$ cat config.mk
export PLATFORM = sky130hd
export DESIGN_NAME = mem_bus_arbiter
export DESIGN_NICKNAME = d
export VERILOG_FILES = /design/src/rtl/mem_bus_arbiter.sv
export SDC_FILE = /design/constraint.sdc
export NUM_CORES = 1
export LEC_CHECK = 0
export BUFFER_PORTS_ARGS = -buffer_cell sky130_fd_sc_hd__clkbuf_2
export CAP_MARGIN = 20
export CORE_AREA = 2 2 175 177
export CTS_BUF_LIST = sky130_fd_sc_hd__clkbuf_16
export CTS_CLUSTER_SIZE = 30
export DETAILED_ROUTE_END_ITERATION = 10
export DIE_AREA = 0 0 177 179
export PLACE_DENSITY = 0.44
export SYNTH_ARGS = -nofsm -noshare
export SYNTH_HDL_FRONTEND = slang
export SYNTH_SLANG_ARGS = --single-unit
$ cat constraint.sdc
create_clock -name clk -period 3.55 [get_ports clk]
set_clock_uncertainty 0.2 [all_clocks]
set_input_delay 0.355 -clock clk [delete_from_list [all_inputs] [get_ports clk]]
set_output_delay 0.355 -clock clk [all_outputs]
set_load 0.05 [all_outputs]
$ cat src/rtl/mem_bus_arbiter.sv
// Arbitrates the fetch (I) and load/store (D) requesters onto one downstream memory port,
// running one outstanding transaction at a time and routing the response back to its owner.
module mem_bus_arbiter #(
  parameter int STARVE_LIMIT = 4
) (
  input  logic        clk,
  input  logic        resetn,
  input  logic        i_valid,
  input  logic [31:0] i_addr,
  input  logic        i_cancel,
  output logic        i_addr_ok,
  output logic        i_data_ok,
  output logic [63:0] i_data,
  input  logic        d_valid,
  input  logic [31:0] d_addr,
  input  logic        d_write,
  input  logic [1:0]  d_size,
  input  logic [7:0]  d_strobe,
  input  logic [63:0] d_wdata,
  output logic        d_addr_ok,
  output logic        d_data_ok,
  output logic [63:0] d_data,
  output logic        m_valid,
  output logic [31:0] m_addr,
  output logic        m_write,
  output logic [1:0]  m_size,
  output logic [7:0]  m_strobe,
  output logic [63:0] m_wdata,
  input  logic        m_addr_ok,
  input  logic        m_data_ok,
  input  logic [63:0] m_data
);

  localparam int SW = $clog2(STARVE_LIMIT + 1);

  typedef enum logic [1:0] {
    IDLE = 2'd0,
    REQ  = 2'd1,
    WAIT = 2'd2
  } state_t;

  state_t         state_r;
  logic           owner_d_r;
  logic           drop_r;
  logic [SW-1:0]  d_streak_r;
  logic           m_valid_r;
  logic [31:0]    m_addr_r;
  logic           m_write_r;
  logic [1:0]     m_size_r;
  logic [7:0]     m_strobe_r;
  logic [63:0]    m_wdata_r;

  logic           i_elig_s;
  logic           grant_i_s;
  logic           grant_d_s;
  logic           resp_s;

  // Grant decision in IDLE; D wins ties until it has starved I for STARVE_LIMIT grants
  always_comb begin
    grant_i_s = 1'b0;
    grant_d_s = 1'b0;
    i_elig_s  = i_valid && !i_cancel;
    if (resetn && (state_r == IDLE)) begin
      if (d_valid && i_elig_s) begin
        if (d_streak_r == SW'(STARVE_LIMIT)) begin
          grant_i_s = 1'b1;
        end else begin
          grant_d_s = 1'b1;
        end
      end else if (d_valid) begin
        grant_d_s = 1'b1;
      end else if (i_elig_s) begin
        grant_i_s = 1'b1;
      end else begin
        grant_i_s = 1'b0;
      end
    end else begin
      grant_d_s = 1'b0;
    end
  end

  // Response completes either in REQ (accept and data together) or later in WAIT
  always_comb begin
    resp_s = 1'b0;
    if (resetn && m_data_ok) begin
      resp_s = ((state_r == REQ) && m_addr_ok) || (state_r == WAIT);
    end else begin
      resp_s = 1'b0;
    end
  end

  assign i_addr_ok = grant_i_s;
  assign d_addr_ok = grant_d_s;
  assign i_data_ok = resp_s && !owner_d_r && !drop_r;
  assign d_data_ok = resp_s && owner_d_r;
  assign i_data    = m_data;
  assign d_data    = m_data;
  assign m_valid   = m_valid_r;
  assign m_addr    = m_addr_r;
  assign m_write   = m_write_r;
  assign m_size    = m_size_r;
  assign m_strobe  = m_strobe_r;
  assign m_wdata   = m_wdata_r;

  // Transaction FSM, payload latch, cancel tracking and starvation counter
  always_ff @(posedge clk) begin
    if (!resetn) begin
      state_r    <= IDLE;
      owner_d_r  <= 1'b0;
      drop_r     <= 1'b0;
      d_streak_r <= '0;
      m_valid_r  <= 1'b0;
      m_addr_r   <= 32'd0;
      m_write_r  <= 1'b0;
      m_size_r   <= 2'd0;
      m_strobe_r <= 8'd0;
      m_wdata_r  <= 64'd0;
    end else begin
      case (state_r)
        IDLE: begin
          if (grant_d_s) begin
            state_r    <= REQ;
            owner_d_r  <= 1'b1;
            drop_r     <= 1'b0;
            m_valid_r  <= 1'b1;
            m_addr_r   <= d_addr;
            m_write_r  <= d_write;
            m_size_r   <= d_size;
            m_strobe_r <= d_strobe;
            m_wdata_r  <= d_wdata;
            if (!i_valid) begin
              d_streak_r <= '0;
            end else if (d_streak_r != SW'(STARVE_LIMIT)) begin
              d_streak_r <= d_streak_r + SW'(1);
            end else begin
              d_streak_r <= d_streak_r;
            end
          end else if (grant_i_s) begin
            state_r    <= REQ;
            owner_d_r  <= 1'b0;
            drop_r     <= 1'b0;
            m_valid_r  <= 1'b1;
            m_addr_r   <= i_addr;
            m_write_r  <= 1'b0;
            m_size_r   <= 2'd3;
            m_strobe_r <= 8'd0;
            m_wdata_r  <= 64'd0;
            d_streak_r <= '0;
          end else begin
            state_r <= IDLE;
          end
        end
        REQ: begin
          if (i_cancel && !owner_d_r) begin
            drop_r <= 1'b1;
          end
          if (m_addr_ok) begin
            m_valid_r <= 1'b0;
            if (m_data_ok) begin
              state_r <= IDLE;
              drop_r  <= 1'b0;
            end else begin
              state_r <= WAIT;
            end
          end
        end
        WAIT: begin
          if (i_cancel && !owner_d_r) begin
            drop_r <= 1'b1;
          end
          if (m_data_ok) begin
            state_r <= IDLE;
            drop_r  <= 1'b0;
          end
        end
        default: begin
          state_r   <= IDLE;
          m_valid_r <= 1'b0;
          drop_r    <= 1'b0;
        end
      endcase
    end
  end

endmodule
Word-level counts from Yosys, hierarchy flattened --
Index checks and enable logic that the tools add are counted.
Storage, ports and cells: register bits 115, input bits 210, output and inout port bits 240, word-level logic and storage cells 79
Operators by class: add/sub/neg operators 1, eq/ne operators 8, multiplexer cells 40, bitwise operators 1, reduce and logical (&&, ||, !) cells 19
Operators by type and width (number):
- $mux 64 | 2
- $mux 32 | 2
- $mux 1 | 22
- $mux 8 | 2
- $mux 3 | 4
- $mux 2 | 5
- $logic_and 1x1->1 | 9
- $ne 3x3->1 const B | 2
- $pmux 1 s3 | 2
- $pmux 2 s3 | 1
- $reduce_and 3->1 | 2
- $ne 2x2->1 const B | 2
- $reduce_and 2->1 | 2
- $add 3x1->3 const B | 1
- $eq 3x3->1 const B | 1
- $logic_not 1->1 | 3
- $ne 3x2->1 const B | 1
- $eq 2x1->1 const B | 1
- $eq 2x2->1 const B | 1
- $logic_not 2->1 | 1
- $reduce_bool 2->1 | 1
- $logic_or 1x1->1 | 1
- $not 1->1 | 1

Depth between registers and ports, before layout --
depth after elaboration 9, depth in mapped cells 9

Least setup slack after synthesis --
OpenSTA, ideal clock, no wires.
path kind in2out, start input resetn, end output i_data_ok, data arrival time 2.437 ns, path slack 0.558 ns, stages on the path 3, path buffers 2, path through buf_2 clkbuf_1 nor4b_1
Between the ends: word-level cells in the longest chain between the ends 4
Ends and longest elaborated chain:
- start: declaration | line 7 | input logic resetn,
- $logic_and 1x1->1 | line 85 | if (resetn && m_data_ok) begin
- $mux 1 | line 85
- $logic_and 1x1->1 (2 in a row) | line 94 | assign i_data_ok = resp_s && !owner_d_r && !drop_r;
- end: declaration | line 12 | output logic i_data_ok,
No other way between the ends.

Worst setup path after layout --
start register d_streak_r[0], end output d_addr_ok
Between the ends: word-level cells in the longest chain between the ends 4
Ends and longest elaborated chain:
- start: declaration | line 45 | logic [SW-1:0] d_streak_r;
- start signal: assignment | line 134 | d_streak_r <= d_streak_r + SW'(1);
- start signal: assignment | line 136 | d_streak_r <= d_streak_r;
- $eq 3x3->1 | line 65 | if (d_streak_r == SW'(STARVE_LIMIT)) begin
- $mux 1 | line 65
- $mux 1 | line 64 | if (d_valid && i_elig_s) begin
- $mux 1 | line 63 | if (resetn && (state_r == IDLE)) begin
- end: declaration | line 20 | output logic d_addr_ok,
No other way between the ends.

==> flow_results.org <==
** Synthesis
- Most frequent cells after synthesis :: sky130_fd_sc_hd__buf_4, sky130_fd_sc_hd__dfxtp_1, sky130_fd_sc_hd__nor2b_1
- Counting every net in the synthesized netlist gives 766.
- The biggest area contributor in the post-synthesis netlist is sky130_fd_sc_hd__dfxtp_1.
- Instance count of the mapped netlist :: roughly 550
- For this run, the leading register cell type out of synthesis is sky130_fd_sc_hd__dfxtp_1.
- Number of flops mapped to enable cells by yosys :: 0
- During synthesis, Yosys emitted a total of 0 warnings.
- Yosys reg bits :: between 100 and 150
- Cell types occupying the most area after synthesis :: sky130_fd_sc_hd__dfxtp_1, sky130_fd_sc_hd__buf_4, sky130_fd_sc_hd__nor2b_1, sky130_fd_sc_hd__a22oi_1, sky130_fd_sc_hd__a222oi_1
- After synthesis, the netlist uses 31 different library cells.
- Fraction of the yosys area taken by sequential cells :: 0.427
- For this run, asynchronously set or reset flops after synthesis account for 0.
- Avg Inst Size Synth :: roughly 10 µm²
- The share of synthesized area in the top cell type comes to 0.427.
- Area of the mapped netlist :: ~5400 µm²
- By instance count, the leading cell after synthesis is sky130_fd_sc_hd__buf_4.

** Floorplanning
- Std-Cell Rows :: 64
- Die ar. :: about 32,000 µm²
- The floorplan step set the die width to ~180 µm.
- Chip Height :: roughly 180 µm
- In this run the count of I/O pins placed on the die edge is 450.
- For this configuration, the core starts out at a cell density of 0.180.
- The floorplan step defined a core boundary enclosing around 30,000 µm².

** Clock tree
- Counting the buffers created by CTS gives 17.
- CTS saw 115 sinks.
- Maximum clock insertion buffer count :: 2
- Clock latency on the worst-skew pair, taken at its later pin, is about 0.40 ns.
- Root buffer selected by CTS :: sky130_fd_sc_hd__clkbuf_16
- CTS built an H-tree with a depth of 4.
- Clock-pin transition on the worst setup and hold timing paths :: approximately 0.06 ns
- Post-cts gate resize count :: 0
- TritonCTS built the clock tree.

** Setup path
- The setup path with the least slack is of type flop to primary output.
- The worst register-to-register path ends at m_addr[6].
- Critical-path maximum fanout :: 34
- At the worst endpoint, the required time is between 2 and 3 ns.
- For the worst setup path, the data arrival time is between 2 and 2.5 ns.
- Reg2Reg Setup Slack :: approximately 0.83 ns
- Worst flop-to-flop path startpoint :: d_streak_r[0]
- Depth of the worst register-to-register path :: 8
- Crit path launch type :: flop
- Among all stages on the critical path, the largest delay is contributed by sky130_fd_sc_hd__clkinv_2.
- Ordered cell list for the critical path :: inv_1, ha_1, nand2_1, o2111ai_4, clkinv_2, clkbuf_2
- On the worst path, the slowest cell contributes a delay of ~0.47 ns.
- The worst setup path is captured at a primary output.

** STA
- Worst hold slack across all endpoints :: 0.0225 ns
- Static timing analysis puts the maximum clock frequency at ~350 MHz.
- Setup repair after global routing missed its margin :: false
- For the pin with the worst max-slew slack, the measured transition is approximately 0.68 ns.
- The count of final hold-check violations was 0.
- The number of max-slew violations in the final report is 0.
- Endpoints failing setup :: 0
- Relative slew margins :: 0.549
- Fin Setup TNS :: 0 ns
- Final critical delay including setup and external delays :: about 2.8 ns
- Dividing the final minimum period by the clock period gives 0.799.

** Min path
- The min-delay analysis places its worst path in the category input pin to flop.
- The worst hold path was traced through 3 stages.
- The worst hold path terminates at m_wdata[57].
- The worst hold path begins at d_wdata[57].

** Route
- Dividing the detail-routed via count by the number of cells gives about 4.0.
- Number of DRC violations after detailed-routing iteration 0 :: 284
- Mean routed wirelength per cell :: between 15 and 20 µm
- Vias after detailed routing :: 4,358
- Post-route DRC violation count :: 0
- Before antenna repair, the detailed router went through 7 iterations.
- Detailed-route wire length :: 20,400 µm
- Once detail routing completed, the nets flagged for antenna violations numbered 0.

** Status
- Status :: finished, final reports clean

** Power
- For this design the static power due to leakage is about 2.9 nW.
- Power Dens Cells :: 552 nW/µm²
- Maximum ir drop on the vdd rail :: around 270 µV

** Flow run
- Max Cap Viol :: 0

** Place
- Input and output buffers added on the ports amount to ~260.
- DP Wirelength :: about 16,000 µm
- Final RePlAce weighted congestion :: 0.702

** GRT
- In the global route stage, overall resource usage came out at 0.124.
- Global-route wire length before repair :: 28,900 µm
- The total overflow left after global routing is 0.
- Via count of the first global-routing pass :: 4,297
- Entering global routing, the biggest net connects slightly below 80 pins.
- Antenna violations before repair :: 2

** Finish
- Final net count :: approximately 880
- Layout cell share with drive strength beyond 1 :: 0.442
- After filler insertion, the fill cell instance count of the layout stands at approximately 3,400.
- P&R area growth vs syn :: 23.9%
==> through the flow <==
| stage | util | power [mW] | instance area [µm²] | std cells | setup WS (ns) |
|---|---|---|---|---|---|
| final | 0.223 | 3.69 | 6690 | 1079 | 0.715 |
| after global routing | 0.223 | 3.88 | 6690 | 1079 | 0.521 |
| after CTS | 0.223 | 3.76 | 6680 | 1077 | 0.638 |
| after detailed placement | 0.203 | 2.04 | 6090 | 1043 | 0.771 |
| after global placement | 0.203 | 2.05 | 6090 | 1043 | 0.842 |
| after floorplan | - | 2.22 | 5400 | 551 | 0.558 |
==> worst max-delay path, delay by kind of cell (launching register included) <==
kind | cells | cell delay (ns)
fa+ha+maj | 1 | 0.15
simple gates | 1 | 0.14
compound gates | 1 | 0.30
flops | 1 | 0.33
buf+inv | 3 | 0.94
==> sequential cells by signal, indices dropped and copies added, names as in the netlist <==
signal and flops:
m_size 2, m_strobe 8, m_addr 32, m_valid 1, state_r 2, m_wdata 64, d_streak_r 3, m_write 1
owner_d_r 1, drop_r 1
==> timing repair <==
action                                 4_1_cts  5_1_grt
hold buffers                                 2        0
endpoints found under the hold margin        2        0
setup buffers                                0        0
==> where the power goes <==
part	internal (mW)	switching, mW
combinational	0.200	0.414
sequential	1.36	0.0372
clock	1.03	0.658
total	2.58	1.11
==> routing by layer <==
| metal | vias up | GRT usage | wire length (µm) |
|---|---|---|---|
| li1 | 2052 | - | - |
| met1 | 2001 | 0.128 | 7090 |
| met2 | 268 | 0.219 | 10500 |
| met3 | 37 | 0.0568 | 2280 |
| met4 | 0 | 0.0517 | 498 |
| met5 | - | 0 | 0 |
==> cells by family after synthesis <==
kind of cell | after synthesis | share of synthesized area
AND/OR/NAND/NOR | 132 | 0.150
multiplexers | 2 | 0.00371
AO/OA/AOI/OAI | 124 | 0.189
buffers and inverters | 173 | 0.220
adder cells (fa/ha/maj) | 5 | 0.0116
flip-flops | 115 | 0.427
==> layout make-up <==
cell class / instances / area (µm²) / area share
sequential: 115 / 2300 / 0.344
multi-input combinational: 263 / 1930 / 0.288
timing repair buffer: 265 / 1370 / 0.204
tap: 396 / 495 / 0.0741
clock buffer: 17 / 425 / 0.0636
clock inverter: 15 / 143 / 0.0213
inverter: 6 / 23.8 / 0.00356
antenna: 2 / 5.00 / 0.000749
==> cell usage in the layout, fill, tap and decap left out, drive strengths merged, types with 2 or more instances in the layout <==
master and n:
a21oi 6, a222oi 32, a22oi 74, buf 7
bufinv 2, clkbuf 273, clkinv 7, clkinvlp 5
dfxtp 115, diode 2, dlygate4sd3 2, ha 5
inv 7, mux2i 2, nand2 10, nand2b 5
nand3 2, nor2 2, nor2b 108, o21ai 4
o221a 3
==> how the worst max path moves through the flow <==
stage | from | to | depth (start not counted)
after global placement | d_streak_r[0] | m_addr[9] | 8
after global routing | d_streak_r[0] | d_addr_ok | 6
after floorplan | resetn | i_data_ok | 3
after CTS | d_streak_r[0] | d_addr_ok | 6
final | d_streak_r[0] | d_addr_ok | 6
after detailed placement | d_streak_r[0] | m_addr[6] | 8
Power figures use the tool's default switching activity.
